## src/rtl/multicycle_control.sv

```systemverilog
// Main control FSM for the multi-cycle RV32I core: sequences PC/IR, ALU,
// register file and the unified memory port over 3-5+ cycles per instruction.
module multicycle_control #(
    parameter int MEM_TIMEOUT = 16,
    parameter int CNT_W       = 5
) (
    input  logic       clk,
    input  logic       reset,
    input  logic [6:0] opcode,
    input  logic       zero,
    input  logic       mem_ready,
    output logic       mem_req,
    output logic       mem_we,
    output logic       iord,
    output logic       ir_write,
    output logic       pc_write,
    output logic       pc_write_cond,
    output logic       pc_source,
    output logic [1:0] alu_src_a,
    output logic [1:0] alu_src_b,
    output logic [1:0] alu_op,
    output logic       reg_write,
    output logic       mem_to_reg,
    output logic       retire,
    output logic       fault,
    output logic [3:0] state_dbg
);

    typedef enum logic [3:0] {
        FETCH  = 4'd0,
        DECODE = 4'd1,
        MEMADR = 4'd2,
        MEMRD  = 4'd3,
        MEMWB  = 4'd4,
        MEMWR  = 4'd5,
        EXEC   = 4'd6,
        RWB    = 4'd7,
        BRANCH = 4'd8,
        FAULT  = 4'd9
    } state_t;

    localparam logic [6:0] OP_R   = 7'b0110011;
    localparam logic [6:0] OP_LW  = 7'b0000011;
    localparam logic [6:0] OP_SW  = 7'b0100011;
    localparam logic [6:0] OP_BEQ = 7'b1100011;
    localparam logic [CNT_W-1:0] WAIT_LAST = CNT_W'(MEM_TIMEOUT - 1);

    state_t           state, state_next;
    logic [CNT_W-1:0] wait_cnt, wait_next;
    logic             timeout;
    logic             mem_state;

    assign state_dbg = state;
    assign timeout   = (wait_cnt == WAIT_LAST) && !mem_ready;
    assign mem_state = (state == FETCH) || (state == MEMRD) || (state == MEMWR);

    always_ff @(posedge clk or posedge reset) begin
        if (reset) begin
            state    <= FETCH;
            wait_cnt <= '0;
        end else begin
            state    <= state_next;
            wait_cnt <= wait_next;
        end
    end

    // Strobes are gated by reset so an in-flight write is dropped immediately,
    // not at the next clock edge.
    always_comb begin
        state_next    = state;
        mem_req       = 1'b0;
        mem_we        = 1'b0;
        iord          = 1'b0;
        ir_write      = 1'b0;
        pc_write      = 1'b0;
        pc_write_cond = 1'b0;
        pc_source     = 1'b0;
        alu_src_a     = 2'b00;
        alu_src_b     = 2'b00;
        alu_op        = 2'b00;
        reg_write     = 1'b0;
        mem_to_reg    = 1'b0;
        retire        = 1'b0;
        fault         = 1'b0;
        if (!reset) begin
            case (state)
                FETCH: begin
                    mem_req   = 1'b1;
                    alu_src_b = 2'b01;
                    if (mem_ready) begin
                        ir_write   = 1'b1;
                        pc_write   = 1'b1;
                        state_next = DECODE;
                    end else if (timeout) begin
                        state_next = FAULT;
                    end
                end
                DECODE: begin
                    alu_src_a = 2'b10;
                    alu_src_b = 2'b10;
                    case (opcode)
                        OP_LW, OP_SW: state_next = MEMADR;
                        OP_R:         state_next = EXEC;
                        OP_BEQ:       state_next = BRANCH;
                        default:      state_next = FAULT;
                    endcase
                end
                MEMADR: begin
                    alu_src_a = 2'b01;
                    alu_src_b = 2'b10;
                    if (opcode == OP_LW)      state_next = MEMRD;
                    else if (opcode == OP_SW) state_next = MEMWR;
                    else                      state_next = FAULT;
                end
                MEMRD: begin
                    mem_req = 1'b1;
                    iord    = 1'b1;
                    if (mem_ready)    state_next = MEMWB;
                    else if (timeout) state_next = FAULT;
                end
                MEMWB: begin
                    reg_write  = 1'b1;
                    mem_to_reg = 1'b1;
                    retire     = 1'b1;
                    state_next = FETCH;
                end
                MEMWR: begin
                    mem_req = 1'b1;
                    mem_we  = 1'b1;
                    iord    = 1'b1;
                    if (mem_ready) begin
                        retire     = 1'b1;
                        state_next = FETCH;
                    end else if (timeout) begin
                        state_next = FAULT;
                    end
                end
                EXEC: begin
                    alu_src_a  = 2'b01;
                    alu_op     = 2'b10;
                    state_next = RWB;
                end
                RWB: begin
                    reg_write  = 1'b1;
                    retire     = 1'b1;
                    state_next = FETCH;
                end
                BRANCH: begin
                    alu_src_a     = 2'b01;
                    alu_op        = 2'b01;
                    pc_write_cond = 1'b1;
                    pc_source     = 1'b1;
                    retire        = 1'b1;
                    state_next    = FETCH;
                end
                FAULT:   fault      = 1'b1;
                default: state_next = FAULT;
            endcase
        end
    end

    // Counter restarts on every state change, including FETCH re-entry after retire.
    always_comb begin
        wait_next = wait_cnt;
        if (state_next != state)
            wait_next = '0;
        else if (mem_state && !mem_ready)
            wait_next = wait_cnt + 1'b1;
    end

endmodule

```

## config.mk

```make
export PLATFORM = sky130hd
export DESIGN_NAME = multicycle_control
export DESIGN_NICKNAME = d
export VERILOG_FILES = /design/src/rtl/multicycle_control.sv
export SDC_FILE = /design/constraint.sdc
export NUM_CORES = 1
export LEC_CHECK = 0
export CELL_PAD_IN_SITES_DETAIL_PLACEMENT = 0
export CELL_PAD_IN_SITES_GLOBAL_PLACEMENT = 1
export CORE_ASPECT_RATIO = 1.25
export CORE_UTILIZATION = 33
export CTS_BUF_LIST = sky130_fd_sc_hd__clkbuf_8
export CTS_CLUSTER_SIZE = 24
export DETAILED_ROUTE_END_ITERATION = 16
export PLACE_DENSITY_LB_ADDON = 0.15
export SLEW_MARGIN = 10
export SYNTH_ARGS = -nofsm -noshare
export SYNTH_HDL_FRONTEND = slang
export SYNTH_SLANG_ARGS = --single-unit
```

## constraint.sdc

```tcl
create_clock -name clk -period 3.2 [get_ports clk]
set_input_delay 0.32 -clock clk [delete_from_list [all_inputs] [get_ports clk]]
set_output_delay 0.32 -clock clk [all_outputs]
set_load 0.1 [all_outputs]
```

==> results.toml <==
[floorplanning]
die_x_microns = 50.2
die_height_microns = 62.3
rows = 21
die_area_sq_um = 3130
start_util_pct = 35.1
core_sq_um = 2730
io_pins = 32

[finish]
area_delta_synth_final_pct = 43.3
area.sequential_sq_um = 226
final_layout_size_suffix_gt1_share_pct = 30.7
multiInputGateArea_sq_um = 689
nFillCells = 267
diodes = 0
final_nets = 164

[timing]
relSlewSlack_pct = 56.3
setup_viol = 0
finalSetupTns_ns = 0
finalWorstSetupSlack_ns = 0.561
finalHoldViolCount = 0
slew_violations = 0
tightest_slew_ns = 0.650
period_share_pct = 82.5
skew_ns = 0.00130
rsz0062_at_grt = "no"
max_freq_ghz = 0.379
period_minus_slack_ns = 2.64

[worst_setup_path]
slowest_delay_ns = 0.49
r2r_slack_ns = 0.56
path_cells = "ha_1 -> and3_1 -> ha_1 -> or4b_4 -> a311oi_2 -> a31oi_1 -> xnor2_2 -> o22ai_2 -> nor4_1"
crit_top_cell = "ha_1"
r2r-end = "wait_cnt[2]"
path_max_fanout = 5
rr_startpoint = "wait_cnt[0]"
cp.arrival_ns = 2.76
path_class = "register to register"
worstSetupStartpointType = "register"
rr_worst_depth = 9
critPathCaptureType = "register"
cp_data_required_time_ns = 3.32
critPathSlowestCell = "or4b_4"

[cts]
max-clock-path-buffers = 2
htreeDepth = 1
cts_tree = "done"
cts_resized = 0
postCtsSetupRepairBufs = 0
root_buffer = "clkbuf_8"
hold_buffers = 0
cts_sinks = 9
cts_made_buffers = 3
clk_pin_slew_ns = 0.05
insertion_delay_ns = 0.23

[grt]
globalRouteTotalUtil_pct = 18.1
first_global_vias = 962
grt_max_degree = 21
antenna_found_initial = 0
overflow = 0
grt_pass1_wl_microns = 4350

[worst_hold_path]
min-delay-start = "wait_cnt[3]"
hold_class = "register to register"
min_path_cells = 2
whs_endpoint = "wait_cnt[3]"

[yosys]
yosysSeqAreaShare_pct = 23.5
netlist_instances = 125
synth_area_leader_cell = "dfrtp_1"
synthDistinctLibCells = 44
ys_top_cells_by_area = "dfrtp_1 23%, a21oi_1 5.7%, nor3_1 4.2%, o21ai_0 4.2%, nand2b_1 3.9%"
synth.ff_latch_count = 9
syn_area_sq_um = 960
avgSynthCellArea_sq_um = 7.68
synth_warnings = 0
synth_top_area_share_pct = 23.5
synth_fp_nets = 138

[route]
met1_length_microns = 1080
drt_iter0_drc = 18
wl_met3_microns = 85
routed_wl_microns = 2590
ant_nets = 0
top_layer_used = "met4"
drcViolationCount = 0
vias = 997
wire_per_inst_microns = 14.1
drt_first_pass_iters = 4
route.met2.wl_microns = 1380
viasPerCell = 5.42

[power_and_ir_drop]
total_power_w = 0.00124
power_leakage_nw = 0.561
irDropWorstVdd_uv = 574
power_density_nw_per_um2 = 901

[status]
status = "finished clean"

[place]
globalplace.congestion = 0.743
hpwl_microns = 1950
pre_cts_slack_ns = 0.583
io_buffers = 30

[job]
cap_violations = 0
-- where the power goes --
| group | switching (W) | internal, W | leakage, nW |
|---|---|---|---|
| Clock | 0.0000456 | 0.0000836 | 0.0269 |
| Sequential | 0.0000605 | 0.000141 | 0.117 |
| Combinational | 0.000656 | 0.000252 | 0.417 |
-- cell usage after synthesis, drive strengths merged --
cell type  count
a21oi         11
or4b           1
nand2          9
a31oi          2
a21boi         1
nor3           9
nand3          2
o21ai          8
or3            3
clkbuf         3
xnor2          2
nor2b          2
o41ai          2
xor2           3
o22ai          2
and2           1
nand3b         1
nand4bb        1
nand2b         6
nor4           5
and3           2
a211oi         3
nand4          1
nor2           9
o32a           1
and4           1
or2            1
mux2i          2
or4            1
o21a           1
o31ai          2
dfrtp          9
a311oi         1
inv            5
buf           10
ha             2
-- layout make-up --
| class | count | area share [%] |
|---|---|---|
| tap | 34 | 3.09 |
| timing repair buffer | 34 | 25.7 |
| sequential | 9 | 16.5 |
| inverter | 5 | 1.36 |
| multi-input combinational | 98 | 50.1 |
| clock inverter | 1 | 0.273 |
| clock buffer | 3 | 3.00 |
-- worst max-delay path by stage --
stage,start,end,slack (ns),depth (start not counted)
3_3_place_gp,wait_cnt[0],wait_cnt[1],0.59,9
6_report,wait_cnt[0],wait_cnt[2],0.56,9
5_1_grt,wait_cnt[0],wait_cnt[2],0.33,9
3_5_place_dp,wait_cnt[0],wait_cnt[1],0.58,9
2_1_floorplan,state_dbg[3],pc_write,-0.30,6
4_1_cts,wait_cnt[0],wait_cnt[2],0.50,9
-- placed cells by master (no fill, tap or decap), types with 2 or more instances in the layout --
master | synthesis | routed
nor3_2 | 1 | 4
a21oi_1 | 11 | 10
nand2b_1 | 6 | 6
a211oi_1 | 2 | 2
a31oi_1 | 2 | 2
buf_4 | 3 | 19
clkdlybuf4s50_1 | 0 | 9
o21ai_0 | 8 | 8
or3_1 | 3 | 3
nor2b_1 | 2 | 2
dfrtp_1 | 9 | 8
nor3_1 | 8 | 3
o31ai_1 | 2 | 2
buf_12 | 0 | 6
clkbuf_8 | 0 | 3
inv_1 | 5 | 6
nand2_1 | 9 | 9
nor2_1 | 9 | 9
nand3_1 | 2 | 2
nor3_4 | 0 | 2
nor4_1 | 5 | 5
mux2i_1 | 2 | 2
ha_1 | 2 | 2
xor2_1 | 3 | 3
-- flip-flops by register name, summed over array words and instances, names as in the netlist --
name,count
wait_cnt,5
state_dbg,4
-- layer usage --
| metal | up-vias | global-route usage [%] |
|---|---|---|
| met2 | 15 | 32.3 |
| met4 | 0 | 7.14 |
| met5 | - | 0 |
| met3 | 6 | 2.21 |
| met1 | 474 | 21.2 |
| li1 | 502 | - |
-- kinds of logic (layout without fill, tap and decap cells) --
| kind of cell | after synthesis | after routing | synth area share [%] |
|---|---|---|---|
| AO/OA/AOI/OAI | 34 | 34 | 24.8 |
| XOR/XNOR | 5 | 5 | 5.35 |
| adder cells (fa/ha/maj) | 2 | 2 | 2.61 |
| buffers and inverters | 18 | 43 | 9.65 |
| flip-flops | 9 | 9 | 23.5 |
| multiplexers | 2 | 2 | 2.09 |
| AND/OR/NAND/NOR | 55 | 55 | 32.1 |
-- per-stage QoR --
step                      instance area (sq um)  utilization, %  instances  hold WS [ns]
final                                      1380            50.3        184         0.606
after global routing                       1380            50.3        184         0.644
after CTS                                  1380            50.3        184         0.612
after detailed placement                   1330            48.7        180         0.593
after global placement                     1330            48.7        180         0.589
after floorplan                            1010               -        125         0.181
-- worst max-delay path: cells and delay by family, from the launching register on --
family / cells / cell delay [ns]
AOI/OAI and AO/OA: 3 / 0.50
and+or+nand+nor: 3 / 0.98
xor gates and xnor gates: 1 / 0.18
adders and majority gates: 2 / 0.45
DFF: 1 / 0.41
Power figures use the tool's default switching activity.
